<file path="src/rtl/clock_period_meter_pkg.sv">
// Shared definitions for clock_period_meter: FSM state encoding and default counter width.
package clock_period_meter_pkg;

  typedef enum logic [1:0] {
    ST_IDLE  = 2'd0,
    ST_ARM   = 2'd1,
    ST_COUNT = 2'd2,
    ST_DONE  = 2'd3
  } state_t;

  localparam int DEFAULT_WIDTH = 16;

endpackage

</file>
<file path="src/rtl/clock_period_meter_edge_sync_detect.sv">
// Rising-edge detector with optional 2-flop synchronizer in front (PERIOD_METER_SYNC_EN).
module edge_sync_detect (
  input  logic clk,
  input  logic reset,
  input  logic sig_in,
  output logic rise
);

  logic s;
  logic s_prev_q;
  logic s_prev_d;

`ifdef PERIOD_METER_SYNC_EN
  logic sync1_q;
  logic sync1_d;
  logic sync2_q;
  logic sync2_d;

  always_comb begin
    sync1_d = sig_in;
    sync2_d = sync1_q;
  end

  always_ff @(posedge clk) begin
    if (reset) begin
      sync1_q <= 1'b0;
      sync2_q <= 1'b0;
    end else begin
      sync1_q <= sync1_d;
      sync2_q <= sync2_d;
    end
  end

  assign s = sync2_q;
`else
  assign s = sig_in;
`endif

  assign s_prev_d = s;

  always_ff @(posedge clk) begin
    if (reset) begin
      s_prev_q <= 1'b0;
    end else begin
      s_prev_q <= s_prev_d;
    end
  end

  assign rise = s & ~s_prev_q;

endmodule

</file>
<file path="src/rtl/clock_period_meter.sv">
// Measures sig_in rising-edge-to-rising-edge period in clk cycles, one result per start.
// Define PERIOD_METER_SYNC_EN to insert a 2-flop synchronizer on sig_in.
module clock_period_meter
  import clock_period_meter_pkg::*;
#(
  parameter int WIDTH = DEFAULT_WIDTH
) (
  input  logic             clk,
  input  logic             reset,
  input  logic             sig_in,
  input  logic             start,
  output logic             busy,
  output logic             period_valid,
  input  logic             period_ready,
  output logic [WIDTH-1:0] period,
  output logic             overflow,
  output state_t           state_dbg
);

  // Result handshake: a transfer happens on a cycle where period_valid && period_ready;
  // period/overflow are stable while period_valid is high and not yet accepted.

  localparam logic [WIDTH-1:0] COUNT_MAX = '1;

  state_t           state_q, state_d;
  logic [WIDTH-1:0] count_q, count_d;
  logic [WIDTH-1:0] period_q, period_d;
  logic             overflow_q, overflow_d;
  logic             rise;

  edge_sync_detect u_edge (
    .clk    (clk),
    .reset  (reset),
    .sig_in (sig_in),
    .rise   (rise)
  );

  always_comb begin
    state_d    = state_q;
    count_d    = count_q;
    period_d   = period_q;
    overflow_d = overflow_q;
    unique case (state_q)
      ST_IDLE: begin
        if (start) state_d = ST_ARM;
      end
      ST_ARM: begin
        if (rise) begin
          state_d = ST_COUNT;
          count_d = {{(WIDTH-1){1'b0}}, 1'b1};
        end
      end
      ST_COUNT: begin
        // A real edge on the saturating cycle still reports a genuine period.
        if (rise) begin
          state_d    = ST_DONE;
          period_d   = count_q;
          overflow_d = 1'b0;
        end else if (count_q == COUNT_MAX) begin
          state_d    = ST_DONE;
          period_d   = COUNT_MAX;
          overflow_d = 1'b1;
        end else begin
          count_d = count_q + 1'b1;
        end
      end
      ST_DONE: begin
        if (period_ready) state_d = start ? ST_ARM : ST_IDLE;
      end
      default: state_d = ST_IDLE;
    endcase
  end

  always_ff @(posedge clk) begin
    if (reset) begin
      state_q    <= ST_IDLE;
      count_q    <= '0;
      period_q   <= '0;
      overflow_q <= 1'b0;
    end else begin
      state_q    <= state_d;
      count_q    <= count_d;
      period_q   <= period_d;
      overflow_q <= overflow_d;
    end
  end

  assign busy         = (state_q == ST_ARM) || (state_q == ST_COUNT);
  assign period_valid = (state_q == ST_DONE);
  assign period       = period_q;
  assign overflow     = overflow_q;
  assign state_dbg    = state_q;

endmodule

</file>
<file path="config.mk">
export PLATFORM = sky130hd
export DESIGN_NAME = clock_period_meter
export DESIGN_NICKNAME = d
export VERILOG_FILES = /design/src/rtl/clock_period_meter_pkg.sv /design/src/rtl/clock_period_meter_edge_sync_detect.sv /design/src/rtl/clock_period_meter.sv
export SDC_FILE = /design/constraint.sdc
export NUM_CORES = 1
export LEC_CHECK = 0
export ABC_CLOCK_PERIOD_IN_PS = 1800
export BUFFER_PORTS_ARGS = -buffer_cell sky130_fd_sc_hd__buf_2
export CAP_MARGIN = 20
export CORE_MARGIN = 8
export CORE_UTILIZATION = 52
export CTS_CLUSTER_SIZE = 24
export DETAILED_ROUTE_END_ITERATION = 6
export GPL_ROUTABILITY_DRIVEN = 0
export HOLD_SLACK_MARGIN = 0.15
export PLACE_DENSITY = 0.76
export REMOVE_ABC_BUFFERS = 1
export SETUP_SLACK_MARGIN = 0.05
export SLEW_MARGIN = 20
export SYNTH_ARGS = -nofsm -noshare
export SYNTH_HDL_FRONTEND = slang
export SYNTH_SLANG_ARGS = --single-unit
</file>
<file path="constraint.sdc">
create_clock -name clk -period 1.8 [get_ports clk]
set_clock_uncertainty 0.1 [all_clocks]
set_input_delay 0.09 -clock clk [delete_from_list [all_inputs] [get_ports clk]]
set_output_delay 0.09 -clock clk [all_outputs]
set_load 0.05 [all_outputs]
</file>
==> results_dict.tcl, run 1 <==
set metrics [dict create \
    num_rows 22 \
    netlist_instances 229 \
    cts_tree "yes" \
    vias 2131 \
    diodes 0 \
    initial_core_util 0.549 \
    switchingPower_uw 1200 \
    clock_latency_ps 300 \
    pwr-share-comb 0.478 \
    layout_setup_ws_ps -108 \
    synth_mux_area_frac 0.0300 \
    ant_nets 0 \
    drive_gt1_frac 0.455 \
    die-height_um 78.6 \
    synthDistinctLibCells 54 \
    cp.required_ps 1940 \
    critPathMostFrequentCell "buf_4" \
    violations "setup timing" \
    dp.final_hpwl_mm 3.77 \
    h-tree-depth 2 \
    clk_pin_slew_ps 70 \
    synth_warnings 0 \
    status "finished, violations left" \
    drv_slew 0 \
    p_leak_uw 0.00116 \
    clock.fmax_mhz 524 \
    worstSetupEndpointType "flip-flop" \
    routedWlPerCell_um 17.0 \
    synth_top_flop_cell "dfxtp_1" \
    rsz0062_at_grt "true" \
    worst_slew_margin_rel 0.714 \
    grt_pass1_vias 1958 \
    async_flop_share 0 \
    root_buffer "clkbuf_8" \
    core_area_um2 3720 \
    setup_viol 14 \
    min_path_type "in -> reg" \
    p_int_uw 1650 \
    synth_top_family_by_area "simple AND/OR/NAND/NOR gates" \
    pre_cts_slack_ps -111 \
    finalNonFillerCells 351 \
    crit_path_max_fanout 4 \
    drtIter0Drc 290 \
    start_kind "flip-flop" \
    antenna_found_initial 0 \
    drc_errors 0 \
    ys_seq_elements 36 \
    period_needed_ps 1910 \
    final_nets 313 \
    synth_xor_area_frac 0 \
    max-vdd-ir-drop_v 0.000970 \
    p_seq_frac 0.328 \
    path_class "reg -> reg" \
    synthAdderAreaFrac 0.0307 \
    io-pin-count 26 \
    synth_largest_area_cell "dfxtp_1" \
    p_clk_frac 0.194 \
    synth.avg_cell_area_um2 8.91 \
    grt_overflow_total 0 \
    grt.total_usage 0.187 \
    synth-simple-area-share 0.250 \
    yosysSeqAreaShare 0.353 \
    portBuffers 25 \
    viasPerCell 6.07 \
    synth_compound_area_frac 0.242 \
    wl_mm 5.98 \
    p_per_area_nw_per_um2 1020 \
    synth_edf_count 0 \
    cts_buffer_depth 2 \
    netlist_area_um2 2040 \
    dp.cells 327 \
    worstPathArrival_ps 2050 \
    first_pass_iters 4 \
    fp.dieW_um 78.6 \
    fin_setup_tns_ps -285 \
    die_area_um2 6190 \
    cp_cell_sequence "ha_4, nand4_1, buf_4, nor4_4, buf_4, buf_2, or4_4, a21oi_2" \
    grt_first_pass_wirelength_mm 9.43 \
    worst_pin_slew_ps 428 \
    cpMaxStageDelayCell "or4_4" \
    cts_made_buffers 5 \
    slowest_delay_ps 510 \
    cts.sinks 36 \
    hold_viol_final 0 \
    switching_share 0.421 \
    area_growth_pct 37.8 \
    synth_area_leaders "dfxtp_1, a211oi_2, nor2_1" \
    drv_cap 0 \
    fin_crit_sh 1.06 \
    grt_max_degree 31 \
    p_total_uw 2860 \
    synth_top_area_share 0.353 \
]
==> Yosys cell counts, types with 5 or more instances <==
cell type / count
a211oi_1: 10
a211oi_2: 10
a21oi_1: 5
a31oi_1: 6
clkbuf_1: 5
dfxtp_1: 36
ha_1: 5
inv_1: 20
mux2i_1: 5
nand2_1: 17
nand3_1: 6
nand4_1: 7
nor2_1: 24
nor3_1: 6
o211ai_1: 5
==> through the flow <==
stage	utilization	hold slack (ps)	area, um2
after floorplan	-	54.6	1930
final	0.757	182	2810
after global routing	0.757	224	2810
after CTS	0.727	35.4	2700
after global placement	0.652	234	2420
after detailed placement	0.652	251	2420
==> cell type report <==
cell class / count / area, um2
multi-input combinational: 158 / 1270
clock buffer: 6 / 72.6
timing repair buffer: 81 / 592
clock inverter: 1 / 5.00
tap: 48 / 60.1
inverter: 21 / 78.8
fill: 250 / 903
sequential: 36 / 729
==> sequential cells by signal, summed over array words and instances (netlist names) <==
| register | flops |
|---|---|
| u_edge.s_prev_q | 1 |
| overflow | 1 |
| count_q | 16 |
| period | 16 |
| state_dbg | 2 |
==> critical path, delay by kind of cell, from the launching register on <==
family / cells / cell delay, ps
AOI/OAI and AO/OA: 1 / 140
adders and majority gates: 1 / 160
buffers and inverters: 3 / 430
DFF: 1 / 340
and+or+nand+nor: 3 / 680
==> timing repair <==
action / in CTS / in global routing
gates cloned: 2 / 0
setup endpoints to repair: 32 / 35
resized for setup: 26 / 18
pin swaps: 23 / 7
hold buffers: 3 / 2
setup buffers: 6 / 4
endpoints found under the hold margin: 8 / 6
==> power by group through the flow <==
stage / sequential, uW / combinational, uW / clock (uW)
4_1_cts: 931 / 1320 / 567
6_report: 937 / 1370 / 554
3_5_place_dp: 943 / 1210 / 0
3_3_place_gp: 938 / 1200 / 0
5_1_grt: 948 / 1450 / 600
2_1_floorplan: 1210 / 550 / 0
==> cells in the final DEF, fill, tap and decap left out, types with 3 or more instances in the layout <==
cell type and instances:
dfxtp_1 29, nor3_1 4, nand3_1 6, a211oi_1 3, inv_1 18, nor2b_1 3, dfxtp_2 7, o211ai_1 5
buf_2 26, nor2_1 24, nand2_1 17, ha_2 3, dlygate4sd3_1 5, a21oi_1 4, a211oi_2 17, buf_4 45
or4_4 3, mux2i_1 5, a31oi_1 6, nand4_1 7, buf_6 3, clkbuf_8 5
==> path summary, 6_finish.rpt <==
check / depth (start not counted) / endpoint / slack, ps / startpoint
worst max register to register: 8 / count_q[3]$_SDFFE_PP0P_ / -110 / count_q[0]$_SDFFE_PP0P_
worst max-delay path: 8 / count_q[3]$_SDFFE_PP0P_ / -110 / count_q[0]$_SDFFE_PP0P_
worst min register to register: 2 / period[2]$_SDFFE_PP0P_ / 360 / period[2]$_SDFFE_PP0P_
worst min-delay path: 4 / state_dbg[0]$_SDFFE_PP0P_ / 180 / period_ready
==> layer usage <==
layer	up-vias	part of all wire	track usage	routed length [um]
met1	998	0.40	0.221	2380
met5	-	0	0	0
li1	995	-	-	-
met2	114	0.49	0.314	2910
met4	0	0.037	0.0907	221
met3	24	0.078	0.0364	468
==> logic make-up (layout without fill, tap and decap cells) <==
family,count (synthesis),in the layout
and+or+nand+nor,89,89
muxes,6,6
DFF,36,36
adders and majority gates,5,5
AOI/OAI and AO/OA,57,58
buffers and inverters,36,109
No activity file was read; power rests on OpenSTA's default activity.
==> run 2: changes to the inputs <==
--- a/config.mk
+++ b/config.mk
@@ -9,12 +9,13 @@
 export BUFFER_PORTS_ARGS = -buffer_cell sky130_fd_sc_hd__buf_2
 export CAP_MARGIN = 20
 export CORE_MARGIN = 8
-export CORE_UTILIZATION = 52
+export CORE_UTILIZATION = 54
+export CTS_BUF_LIST = sky130_fd_sc_hd__clkbuf_4
 export CTS_CLUSTER_SIZE = 24
 export DETAILED_ROUTE_END_ITERATION = 6
 export GPL_ROUTABILITY_DRIVEN = 0
 export HOLD_SLACK_MARGIN = 0.15
-export PLACE_DENSITY = 0.76
+export PLACE_DENSITY = 0.78
 export REMOVE_ABC_BUFFERS = 1
 export SETUP_SLACK_MARGIN = 0.05
 export SLEW_MARGIN = 20
==> run 2 against run 1 <==
Compared with the run above: the flow still finishes with violations (setup timing); clock-buffer cell count down 1; cell area down 0.85%; combinational power about the same; critical path type unchanged; non-clock buffer count up 2; total power up 0.97%.
==> results_dict.tcl, run 2 (synthesis results as in run 1) <==
set metrics [dict create \
    p_seq_frac 0.325 \
    layout_setup_ws_ps -68.7 \
    grtUsageMet2 0.336 \
    grt_max_degree 19 \
    min_path_type "reg -> reg" \
    portBuffers 25 \
    rr_worst_depth 6 \
    rsz0062_at_grt "true" \
    cts_buffer_depth 2 \
    ff_latch_area_um2 731 \
    status "finished, violations left" \
    crit_path_max_fanout 6 \
    drc_errors 0 \
    slowest_delay_ps 480 \
    final_nets 314 \
    grt_overflow_total 0 \
    clock.fmax_mhz 535 \
    grt_first_pass_wirelength_mm 9.99 \
    area_growth_pct 36.7 \
    dp.final_hpwl_mm 4.09 \
    io-pin-count 26 \
    p_per_area_nw_per_um2 1030 \
    drive_gt1_frac 0.430 \
    path_class "reg -> reg" \
    hold_viol_final 0 \
    drv_slew 0 \
    grt_pass1_vias 2140 \
    antenna_found_initial 0 \
    start_kind "flip-flop" \
    viasPerCell 6.06 \
    whs_ps 366 \
    r2r_start "count_q[0]$_SDFFE_PP0P_" \
    core_area_um2 3660 \
    diodes 0 \
    worstPathArrival_ps 2050 \
    drtIter0Drc 432 \
    grt.total_usage 0.200 \
    h-tree-depth 2 \
    clock_latency_ps 350 \
    pwr-share-comb 0.480 \
    cp.required_ps 1980 \
    clk_pin_slew_ps 110 \
    met1_usage 0.220 \
    cp_cell_sequence "ha_4, nand4_1, buf_4, or4_4, a21boi_4, mux2i_1" \
    nFillCells 244 \
    p_leak_uw 0.00118 \
    crit_end "count_q[1]$_SDFFE_PP0P_" \
    fin_crit_sh 1.04 \
    worst_pin_slew_ps 483 \
    cts_made_buffers 5 \
    period_needed_ps 1870 \
    layout_common_cells "buf_4, dfxtp_1, buf_2" \
    p_clk_frac 0.195 \
    switching_share 0.415 \
    fp.dieW_um 77.5 \
    setup_viol 25 \
    use_met3 0.0576 \
    ant_nets 0 \
    wl_mm 6.09 \
    cts.sinks 36 \
    layout_commonest_cell "buf_4" \
    switchingPower_uw 1200 \
    drv_cap 0 \
    routedWlPerCell_um 17.2 \
    cpMaxStageDelayCell "or4_4" \
    max-vdd-ir-drop_v 0.00137 \
    root_buffer "clkbuf_4" \
    p_int_uw 1690 \
    num_rows 22 \
    r2r_slack_ps -70 \
    multi_input_area_um2 1230 \
    worst_slew_margin_rel 0.675 \
    worstReg2RegEnd "count_q[1]$_SDFFE_PP0P_" \
    die-height_um 77.5 \
    first_pass_iters 5 \
    violations "setup timing" \
    crit_start "count_q[0]$_SDFFE_PP0P_" \
    die_area_um2 6000 \
    busiest_layer "met2" \
    initial_core_util 0.557 \
    vias 2138 \
    pre_cts_slack_ps -116 \
    cts_tree "yes" \
    worstSetupEndpointType "flip-flop" \
]
run 2: power groups by stage:
stage | Clock [uW] | Combinational [uW] | Sequential (uW)
floorplan | 0 | 550 | 1210
global placement | 0 | 1220 | 939
detailed placement | 0 | 1240 | 945
CTS | 573 | 1350 | 938
global route | 603 | 1470 | 948
finish | 563 | 1380 | 938
run 2: what timing repair did:
action / 4_1_cts / 5_1_grt
setup buffers: 8 / 1
hold endpoints to repair: 9 / 6
setup endpoints to repair: 32 / 34
resized for setup: 28 / 6
hold buffers: 3 / 2
pin swaps: 11 / 25
run 2: layout make-up:
type | instances | area share
inverters | 21 | 0.0283
clock inverters | 3 | 0.0135
repair buffers | 83 | 0.222
flip-flops and latches | 36 | 0.262
clock buffers | 5 | 0.0135
well taps | 48 | 0.0215
multi-input cells | 157 | 0.440
run 2: worst min path at each step:
stage,start,end,cells past startpoint
after floorplan,reset,period[0]$_SDFFE_PP0P_,1
after global placement,sig_in,u_edge.s_prev_q$_SDFF_PP0_,2
after detailed placement,sig_in,u_edge.s_prev_q$_SDFF_PP0_,2
after CTS,reset,period[11]$_SDFFE_PP0P_,2
after global routing,period[10]$_SDFFE_PP0P_,period[10]$_SDFFE_PP0P_,2
final,period[6]$_SDFFE_PP0P_,period[6]$_SDFFE_PP0P_,2
run 2: metal layers:
| layer | vias to the layer above | routed length [um] |
|---|---|---|
| met2 | 125 | 3000 |
| met4 | 0 | 215 |
| met5 | - | 0 |
| met1 | 987 | 2400 |
| li1 | 994 | - |
| met3 | 32 | 474 |
run 2: per-stage QoR:
step	TNS, ps	power [uW]	util	instances	cell area (um2)
after detailed placement	-1920	2190	0.670	331	2450
after global placement	-834	2160	0.670	331	2450
after CTS	-6.92	2860	0.749	350	2740
after floorplan	-15390	1760	-	214	1930
after global routing	-2980	3020	0.762	353	2790
final	-898	2880	0.762	353	2790
run 2: worst max-delay path, delay by kind of cell (launching register included):
kind,cells,cell delay [ps]
AOI/OAI and AO/OA,1,240
DFF,1,370
adders and majority gates,1,140
muxes,1,190
and+or+nand+nor,2,590
buffers and inverters,1,160
